## config.mk

```make
export PLATFORM = sky130hd
export DESIGN_NAME = stream_tuple_unpacker
export DESIGN_NICKNAME = d
export VERILOG_FILES = /design/src/rtl/stream_tuple_unpacker.sv
export SDC_FILE = /design/constraint.sdc
export NUM_CORES = 1
export LEC_CHECK = 0
export BUFFER_PORTS_ARGS = -buffer_cell sky130_fd_sc_hd__buf_4
export CAP_MARGIN = 30
export CORE_AREA = 8 8 237 239
export CTS_CLUSTER_SIZE = 40
export DETAILED_ROUTE_END_ITERATION = 6
export DIE_AREA = 0 0 245 247
export GPL_TIMING_DRIVEN = 0
export PLACE_DENSITY = 0.74
export SYNTH_ARGS = -nofsm -noshare
export SYNTH_HDL_FRONTEND = slang
export SYNTH_SLANG_ARGS = --single-unit
```

## constraint.sdc

```tcl
create_clock -name aclk -period 6.1 [get_ports aclk]
set_input_delay 0.61 -clock aclk [delete_from_list [all_inputs] [get_ports aclk]]
set_output_delay 0.61 -clock aclk [all_outputs]
set_load 0.1 [all_outputs]
```

## src/rtl/stream_tuple_unpacker.sv

```systemverilog
// stream_tuple_unpacker
//   Splits wide AXI4-Stream beats from the read master into fixed-width tuples,
//   one tuple per cycle, for the join stage. A job is started with a tuple
//   count; the unpacker consumes exactly ceil(count/LANES) beats, drops the
//   padding lanes of the final beat, marks the final tuple with tlast and
//   pulses ctrl_done once the job completes.
//
// Ports
//   aclk, aresetn      clock, asynchronous active-low reset
//   ctrl_start         one-cycle pulse, starts a job (ignored while busy)
//   ctrl_num_tuples    tuple count, sampled with ctrl_start
//   ctrl_done          one-cycle pulse at job end
//   s_axis_*           input beat stream (tlast is not used)
//   m_axis_*           output tuple stream, tlast on the job's final tuple
module stream_tuple_unpacker #(
   parameter int unsigned C_DATA_WIDTH  = 512,
   parameter int unsigned C_TUPLE_WIDTH = 64,
   parameter int unsigned C_COUNT_WIDTH = 32
) (
   input  logic                     aclk,
   input  logic                     aresetn,
   input  logic                     ctrl_start,
   input  logic [C_COUNT_WIDTH-1:0] ctrl_num_tuples,
   output logic                     ctrl_done,
   input  logic                     s_axis_tvalid,
   output logic                     s_axis_tready,
   input  logic [C_DATA_WIDTH-1:0]  s_axis_tdata,
   input  logic                     s_axis_tlast,
   output logic                     m_axis_tvalid,
   input  logic                     m_axis_tready,
   output logic [C_TUPLE_WIDTH-1:0] m_axis_tdata,
   output logic                     m_axis_tlast
);

   localparam int unsigned LANES  = C_DATA_WIDTH / C_TUPLE_WIDTH;
   localparam int unsigned LANE_W = $clog2(LANES);
   localparam logic [LANE_W-1:0] LAST_LANE = LANE_W'(LANES - 1);

   // Reject configurations the lane indexing cannot represent.
   generate
      if ((C_DATA_WIDTH % C_TUPLE_WIDTH) != 0 || LANES < 2 ||
          (LANES & (LANES - 1)) != 0) begin : g_bad_cfg
         $error("stream_tuple_unpacker: LANES must be a power of 2 >= 2");
      end
   endgenerate

   typedef enum logic [1:0] {
      IDLE = 2'd0,
      RUN  = 2'd1,
      DONE = 2'd2
   } state_t;

   state_t                                   state;
   logic                                     hold_valid;
   logic [LANE_W-1:0]                        lane;
   logic [C_COUNT_WIDTH-1:0]                 remaining;
   logic [LANES-1:0][C_TUPLE_WIDTH-1:0]      hold;

   logic s_fire;
   logic m_fire;
   logic last_tuple;
   logic lane_wrap;
   logic unused_tlast;

   // Burst boundaries from the read master carry no meaning here.
   assign unused_tlast = s_axis_tlast;

   assign last_tuple = (remaining == C_COUNT_WIDTH'(1));
   assign lane_wrap  = (lane == LAST_LANE);

   // hold_valid is only ever set in RUN, so it alone qualifies the output.
   assign m_fire = hold_valid & m_axis_tready;

   // Accept a beat into an empty hold register, or reload it in the same
   // cycle the last lane leaves, provided the job still needs more tuples.
   assign s_axis_tready = (state == RUN) &
                          (~hold_valid | (m_fire & lane_wrap & ~last_tuple));
   assign s_fire        = s_axis_tvalid & s_axis_tready;

   // Output is a mux straight off the hold register; lane 0 holds the LSBs.
   assign m_axis_tvalid = hold_valid;
   assign m_axis_tdata  = hold[lane];
   assign m_axis_tlast  = hold_valid & last_tuple;
   assign ctrl_done     = (state == DONE);

   // Job control, hold register and lane/count tracking.
   always_ff @(posedge aclk or negedge aresetn) begin
      if (!aresetn) begin
         state      <= IDLE;
         hold_valid <= 1'b0;
         lane       <= '0;
         remaining  <= '0;
         hold       <= '0;
      end else begin
         case (state)
            IDLE: begin
               if (ctrl_start) begin
                  lane <= '0;
                  if (ctrl_num_tuples != '0) begin
                     remaining <= ctrl_num_tuples;
                     state     <= RUN;
                  end else begin
                     state <= DONE;
                  end
               end
            end

            RUN: begin
               if (s_fire) begin
                  hold       <= s_axis_tdata;
                  hold_valid <= 1'b1;
               end
               if (m_fire) begin
                  remaining <= remaining - C_COUNT_WIDTH'(1);
                  lane      <= lane + LANE_W'(1);
                  if (last_tuple) begin
                     // Remaining lanes of this beat are padding and are dropped.
                     hold_valid <= 1'b0;
                     lane       <= '0;
                     state      <= DONE;
                  end else if (lane_wrap && !s_fire) begin
                     hold_valid <= 1'b0;
                  end
               end
            end

            DONE: begin
               state <= IDLE;
            end

            default: begin
               state      <= IDLE;
               hold_valid <= 1'b0;
            end
         endcase
      end
   end

   // A stalled tuple must not change until it is taken.
   property p_stall_stable;
      @(posedge aclk) disable iff (!aresetn)
         (m_axis_tvalid && !m_axis_tready) |=>
            (m_axis_tvalid && $stable(m_axis_tdata) && $stable(m_axis_tlast));
   endproperty
   a_stall_stable: assert property (p_stall_stable);

endmodule

```

* Yosys cells after proc, flatten, opt, wreduce, memory -nomap -nowiden
Cells that the tools add are included.
** Storage, ports and cells
- Input bits :: 550
- Register bits after elaboration :: 550
- Logic and storage cells :: 62
- Output and inout bits :: 68
** Operators by class
- Bitwise operators :: 9
- $lt $le $gt $ge :: 1
- Reductions and logical operators :: 10
- $add $sub $neg :: 2
- Equal/unequal tests :: 8
- Multiplexer cells :: 20
** Operators with widths (number)
- $bmux W64 S3 :: 1
- $mux W32 :: 3
- $mux W64 :: 1
- $pmux W32 S2 :: 1
- $eq A32 B1 Y1 const B :: 1
- $reduce_bool A32 Y1 :: 1
- $sub A32 B1 Y32 const B :: 1
- $mux W3 :: 3
- $mux W2 :: 4
- $ne A2 B2 Y1 const B :: 4
- $and A1 B1 Y1 :: 6
- $pmux W3 S2 :: 1
- $reduce_and A3 Y1 :: 2
- $lt A3 B4 Y1 const B :: 1
- $mux W1 :: 4
- $pmux W2 S2 :: 1
- $reduce_and A4 Y1 :: 1
- $add A3 B1 Y3 const B :: 1
- $eq A3 B3 Y1 const B :: 1
- $eq A2 B1 Y1 const B :: 1
- $eq A2 B2 Y1 const B :: 1
- $logic_not A2 Y1 :: 1
- $not A1 Y1 :: 2
- $pmux W1 S2 :: 1
- other kinds (6) :: 6

* Logic depth before layout (Yosys ltp)
Gate-level depths: netlist of the first run.
- Depth after elaboration :: 12
- Gate-level depth with buffers :: 9
- Mapped depth without buffers :: 7

* Worst setup path before layout of the first run
OpenSTA, ideal clock, no wires.
- Path type :: reg-to-output
- From :: reg remaining[21]
- To :: out m_axis_tlast
- Required time :: 5490 ps
- Path buffers :: 0
- Cell stages (with the launch flop) :: 5
- Path slack :: 2839 ps
- Data arrival time :: 2651 ps
- Path through :: dfrtp_1 -> or4_1 -> nor4_4 -> nand3_1 -> nor2_1
** On the way
- Cells in the longest elaborated chain, start to end :: 2
** RTL lines
- from (decl) :: RTL line 56 : logic [C_COUNT_WIDTH-1:0] remaining;
- from (signal assigned) :: RTL line 100 : remaining <= ctrl_num_tuples;
- from (signal assigned) :: RTL line 114 : remaining <= remaining - C_COUNT_WIDTH'(1);
- $eq A32 B1 Y1 :: RTL line 68 : assign last_tuple = (remaining == C_COUNT_WIDTH'(1));
- $and A1 B1 Y1 :: RTL line 83 : assign m_axis_tlast = hold_valid & last_tuple;
- to (decl) :: RTL line 32 : output logic m_axis_tlast
No other way between the ends.

* Final worst setup path of the first run
- From :: reg lane[0]
- To :: out m_axis_tdata[50]
** On the way
- Cells in the longest elaborated chain, start to end :: 2
** RTL lines
- from (decl) :: RTL line 55 : logic [LANE_W-1:0] lane;
- from (signal assigned) :: RTL line 115 : lane <= lane + LANE_W'(1);
- $bmux W64 S3 :: RTL line 82 : assign m_axis_tdata = hold[lane];
- $mux W64 (implied by the code) :: RTL line 82
- to (decl) :: RTL line 31 : output logic [C_TUPLE_WIDTH-1:0] m_axis_tdata,
No other way between the ends. The select of a mux whose other input is x is not followed.

==> flow_summary.toml, run 1 <==
[cts]
clock-sinks = 550
cts_setup_buffers = 0
ctsHoldBuffers = 0
htree_levels = 2
clock_latency_ns = 0.62
cts_tree = "done"
cts_root_buf = "clkbuf_16"
cts_resized = 0
clkTransAtPathRegs_ns = 0.06
cts_buffers = 58
ctsLongestPathBuffers = 3

[placed_design]
placed_area_mm2 = 0.0327
hpwl_um = 65800
io_buffers = 616
place.gp.congestion = 0.922

[outcome]
outcome = "finished, final reports clean"

[floorplan]
core_area_mm2 = 0.0522
dieArea_mm2 = 0.0605
start_util_pct = 51.8
ioPinCount = 618
die_w_um = 245
fp-row-count = 84
die_h_um = 247

[layout]
fin_area_mm2 = 0.0348
layout-drive-gt1-share_pct = 60.8
nets = 2866
fillers = 3703
area_growth_pct = 28.6

[timing]
fin_setup_tns_ns = 0
drv_slew = 0
min_period_ns = 4.49
relSlewSlack_pct = 35.0
worst_slew_pin_slew_ns = 0.975
hold_viol = 0
grt_setup_unrepaired = "no"
setup-violations-final = 0
min_period_over_period_pct = 73.6
fmax_ghz = 0.223
hold_slack_ns = 0.0152
finClkSkew_ns = 0.0192

[global_routing]
grt_pass1_wl_um = 129000
grt_pass1_vias = 19800
grt_usage_pct = 28.5
grt_max_degree = 122
grt_overflow = 0
antenna_found_initial = 32

[logic_synthesis]
synth_common_cells = "dfrtp_1, mux2_4, mux4_2, mux2_2, mux2_1"
yosysWarnings = 0
seq_area_frac_synth_pct = 50.9
syn_area_mm2 = 0.0270
synth-edff-count = 0
synth_nets = 2174
synth.avg_cell_area_um2 = 16.7
yosysTopAreaCell = "dfrtp_1"
synth_ff_type = "dfrtp_1"
syn-instance-count = 1620
synth_cell_types = 52
yosysMostFrequentCell = "dfrtp_1"
yosysTopAreaCellShare_pct = 50.9
async_reset_ff_share_pct = 100
synth_area_leaders = "dfrtp_1, mux2_4, mux4_2"
synth-seq-cells = 550

[worst_setup_path]
r2r-start = "state[0]$_DFFE_PN0P_"
path_max_fanout = 10
path_cells = "clkbuf_1 > clkbuf_1 > buf_1 > mux4_2 > mux2_2 > buf_4"
cp-end-kind = "output pin"
cpPeakStageDelay_ns = 0.78
cp_common_cell = "clkbuf_1"
crit_start = "lane[0]$_DFFE_PN0P_"
critPathArrivalTime_ns = 3.88
crit_buf_inv = 4
crit_family = "buffers and inverters"
cpMaxStageDelayCell = "buf_1"
start_kind = "flip-flop"
crit_type = "reg2out"
required_ns = 5.49

[detailed_routing]
drtIter0Drc = 1131
ant_nets = 0
wl_per_cell_um = 28.7
vias = 17700
via_per_inst = 5.78
drc_errors = 0
drt_pass1_iterations = 5
drt-total-wl_um = 87800

[pwr]
power_density_mw_per_mm2 = 655
peakVddDrop_mv = 0.557
leakage_nw = 15.8

[flow_run]
maxCapViolCount = 0

[min_path]
hp-class = "in2async"
==> report_power, final <==
group | switching [W] | internal [W]
Clock | 0.00149 | 0.00210
Combinational | 0.00706 | 0.00560
Sequential | 0.00108 | 0.00547
==> layout by cell type, fill, tap and decap left out, types with 4 or more instances in the layout <==
cell type  count
a21oi_1       25
a22oi_1        4
a2bb2oi_1      8
a31oi_1        5
and3_1         4
buf_1         10
buf_16         4
buf_4        622
buf_6         50
buf_8         10
bufinv_16      4
clkbuf_1      59
clkbuf_16     59
clkbuf_8      13
clkinv_2      10
dfrtp_1      550
diode_2       21
ha_1           4
inv_1          8
mux2_1        56
mux2_2        96
mux2_4       424
mux4_2       128
nand2_1       20
nand2b_1       5
nand3_1       17
nand4_1        7
nor2_1        27
nor3_1        17
nor4_1        17
o211ai_1       4
o21ai_0       30
o22ai_1        8
or3_1          5
==> through the flow <==
stage                     instances  setup WS (ns)  total power [W]  util [%]
after floorplan                1620           2.84           0.0161         -
after global placement         2924          -1.42           0.0188      62.3
after detailed placement       2936           2.11           0.0191      62.7
after CTS                      3040           1.43           0.0229      66.4
after global routing           3062           1.40           0.0237      66.6
final                          3065           1.61           0.0228      66.6
==> final timing paths <==
| kind | slack, ns | end | cells after the start |
|---|---|---|---|
| min in group aclk | 0.21 | hold[178]$_DFFE_PN0P_ | 2 |
| worst max register to register | 2.92 | hold[39]$_DFFE_PN0P_ | 7 |
| worst max-delay path | 1.61 | m_axis_tdata[50] | 6 |
| worst min register to register | 0.48 | hold[436]$_DFFE_PN0P_ | 1 |
| worst min-delay path | 0.02 | hold[499]$_DFFE_PN0P_ | 1 |
| max in group asynchronous | 4.43 | hold[470]$_DFFE_PN0P_ | 3 |
==> cell families (layout without fill, tap and decap cells) <==
logic type,after synthesis,after routing,share of synthesized area [%]
buffers and inverters,119,855,3.07
other,0,21,0
and+or+nand+nor,132,132,2.59
AOI/OAI and AO/OA,109,109,2.63
muxes,706,706,40.6
adders and majority gates,4,4,0.185
DFF,550,550,50.9
==> layout make-up <==
| class | instances | area, µm² | share of cell area (%) |
|---|---|---|---|
| clock inverters | 20 | 219 | 0.630 |
| repair buffers | 632 | 4910 | 14.1 |
| inverters | 8 | 30.0 | 0.0864 |
| diodes | 21 | 52.6 | 0.151 |
| plain buffers | 111 | 800 | 2.30 |
| well taps | 688 | 861 | 2.48 |
| clock buffers | 84 | 1700 | 4.89 |
| multi-input cells | 951 | 12400 | 35.8 |
| flip-flops and latches | 550 | 13800 | 39.6 |
==> per-layer routing <==
layer  global-route usage [%]  share of wire (%)  vias up
met4                     13.1                4.2       22
met3                     7.36                7.2      205
met5                        0               0.17        -
met1                     35.4                 39     9256
li1                         -                  -     7521
met2                     46.6                 49      697
==> state kept, by name (all words and copies together) (netlist names) <==
register and flops:
hold 512, remaining 32, lane 3, state 2, m_axis_tvalid 1
==> worst register-to-register path, cell delays in order, from the launching register on <==
cell      delay, ns
dfrtp_1        0.34
clkbuf_1       0.29
inv_1          0.13
nor2_1         0.43
nand3_1        0.26
a31oi_2        0.52
clkbuf_1       0.67
mux2_2         0.42
No activity file was read; power rests on OpenSTA's default activity.
==> run 2, diff against run 1 <==
--- a/config.mk
+++ b/config.mk
@@ -7,12 +7,12 @@
 export LEC_CHECK = 0
 export BUFFER_PORTS_ARGS = -buffer_cell sky130_fd_sc_hd__buf_4
 export CAP_MARGIN = 30
-export CORE_AREA = 8 8 237 239
+export CORE_MARGIN = 8
+export CORE_UTILIZATION = 49
 export CTS_CLUSTER_SIZE = 40
 export DETAILED_ROUTE_END_ITERATION = 6
-export DIE_AREA = 0 0 245 247
 export GPL_TIMING_DRIVEN = 0
-export PLACE_DENSITY = 0.74
+export PLACE_DENSITY = 0.73
 export SYNTH_ARGS = -nofsm -noshare
 export SYNTH_HDL_FRONTEND = slang
 export SYNTH_SLANG_ARGS = --single-unit
==> constraint.sdc (replaced) <==
create_clock -name aclk -period 4.05 [get_ports aclk]
set_input_delay 0.405 -clock aclk [delete_from_list [all_inputs] [get_ports aclk]]
set_output_delay 0.405 -clock aclk [all_outputs]
set_load 0.1 [all_outputs]
==> run 2 against run 1 <==
  * Critical path depth grew 1
  * Flip-flop and latch count is the same
  * Non-clock buffer count grew 342
  * Via count grew 10%
  * Total power grew 53%
  * First-iteration DRC count grew 9.2%
  * Global-route usage grew 1.1 points
  * Cell count grew 12%
  * Sequential share of layout area shrank 3.7 points
  * Combinational power grew 54%
  * Sequential power grew 52%
  * Largest cell class unchanged
  * Largest power group unchanged
==> flow_summary.toml, run 2 (same netlist as run 1, synthesis figures left out) <==
[outcome]
outcome = "finished, final reports clean"

[timing]
worst_slew_pin_slew_ns = 0.953
fmax_ghz = 0.258
hold_slack_ns = 0.0218
min_period_over_period_pct = 95.8
fin_setup_tns_ns = 0
min_period_ns = 3.88
hold_viol = 0
drv_slew = 0
finClkSkew_ns = 0.0183
relSlewSlack_pct = 36.4
setup-violations-final = 0

[layout]
area_growth_pct = 41.7
fin_area_mm2 = 0.0383
largest_reg_flops = 512
final_common_cell = "buf_4"
layout-drive-gt1-share_pct = 53.4
nets = 3210
top_regs = "hold: 512 flops, remaining: 32 flops, lane: 3 flops"
layout_common_cells = "buf_4, dfrtp_1, mux2_4"
top_register = "hold"

[cts]
cts_buffers = 60
cts_root_buf = "clkbuf_16"
clkTransAtPathRegs_ns = 0.07
clock_latency_ns = 0.62
cts_tree = "done"
ctsLongestPathBuffers = 3
clock-sinks = 550
cts_setup_buffers = 0
htree_levels = 2

[worst_setup_path]
cpMaxStageDelayCell = "mux4_2"
critPathArrivalTime_ns = 3.47
cp_common_cell = "clkbuf_1"
path_max_fanout = 10
crit_type = "reg2out"
start_kind = "flip-flop"
required_ns = 3.64
cp-end-kind = "output pin"
crit_buf_inv = 5
cpPeakStageDelay_ns = 0.59
path_cells = "clkbuf_1 > clkbuf_1 > buf_8 > clkdlybuf4s15_2 > mux4_2 > mux2_2 > buf_4"
crit_family = "buffers and inverters"

[floorplan]
ioPinCount = 618
die_h_um = 251
start_util_pct = 49.3
fp-row-count = 86
dieArea_mm2 = 0.0629
core_area_mm2 = 0.0549
die_w_um = 251

[detailed_routing]
drtIter0Drc = 1235
via_per_inst = 5.68
vias = 19500
drt-total-wl_um = 94800
wl_per_cell_um = 27.6
drt_pass1_iterations = 7
ant_nets = 0
drc_errors = 0

[global_routing]
grt_max_degree = 120
antenna_found_initial = 41
gr-usage-met2_pct = 49.1
grt_pass1_vias = 22100
top_usage_layer = "met2"
use_met1_pct = 36.2
grt_usage_pct = 29.5
grt_util_met3_pct = 7.56
grt_overflow = 0
grt_pass1_wl_um = 142000

[placed_design]
place.gp.congestion = 0.910
io_buffers = 616
hpwl_um = 65300
placed_area_mm2 = 0.0328

[min_path]
hp-class = "in2reg"

[pwr]
power_density_mw_per_mm2 = 912
leakage_nw = 17.3
total_power_w = 0.0349
peakVddDrop_mv = 1.10

[flow_run]
maxCapViolCount = 0
[run 2: changes by cell type in the layout (fill, tap and decap cells not counted), moves of 4 or more]
| cell | delta |
|---|---|
| buf_1 | -5 |
| dlygate4sd3_1 | +341 |
| diode_2 | +9 |
| clkdlybuf4s15_2 | +4 |
[run 2: power by group]
group	internal (W)	leakage (nW)	total (W)	switching, W
Combinational	0.00867	9.79	0.0195	0.0108
Clock	0.00318	0.949	0.00550	0.00232
Sequential	0.00824	6.54	0.00994	0.00170
Total	0.0201	17.3	0.0349	0.0148
[run 2: stage by stage]
step / std cells / utilization, % / worst slack, ns
5_1_grt: 3428 / 69.8 / -0.000263
3_5_place_dp: 2956 / 59.8 / 0.415
6_report: 3433 / 69.8 / 0.170
2_1_floorplan: 1620 / - / 0.994
4_1_cts: 3402 / 69.7 / 0.0228
3_3_place_gp: 2940 / 59.3 / -3.28
[run 2: what timing repair did]
action / 4_1_cts / 5_1_grt
setup endpoints to repair: 34 / 0
hold buffers: 341 / 0
hold endpoints to repair: 371 / 0
gates resized for setup: 9 / 0
[run 2: area by class of cell]
| cell class | instances | area, µm² |
|---|---|---|
| sequential | 550 | 13800 |
| inverter | 8 | 30.0 |
| multi-input combinational | 951 | 12400 |
| timing repair buffer | 974 | 8350 |
| clock buffer | 82 | 1710 |
| fill | 3502 | 16600 |
| buffer | 111 | 831 |
| tap | 704 | 881 |
| clock inverter | 23 | 239 |
| antenna | 30 | 75.1 |
[run 2: path summary, 6_finish.rpt]
path,slack [ns],cells after the start,from,end
max,0.17,7,lane[0]$_DFFE_PN0P_,m_axis_tdata[31]
min,0.02,2,s_axis_tdata[446],hold[446]$_DFFE_PN0P_
max reg2reg,0.92,7,state[0]$_DFFE_PN0P_,hold[42]$_DFFE_PN0P_
min reg2reg,0.48,1,hold[138]$_DFFE_PN0P_,hold[138]$_DFFE_PN0P_
max in group asynchronous,1.87,5,aresetn,hold[95]$_DFFE_PN0P_
min in group asynchronous,0.26,2,aresetn,hold[321]$_DFFE_PN0P_
[run 2: per-layer routing]
layer | up-vias | share of wire, % | wire (µm)
met2 | 866 | 49 | 46900
met4 | 26 | 4.7 | 4450
met5 | - | 0.19 | 178
met3 | 276 | 7.3 | 6890
met1 | 10100 | 38 | 36400
li1 | 8220 | - | -
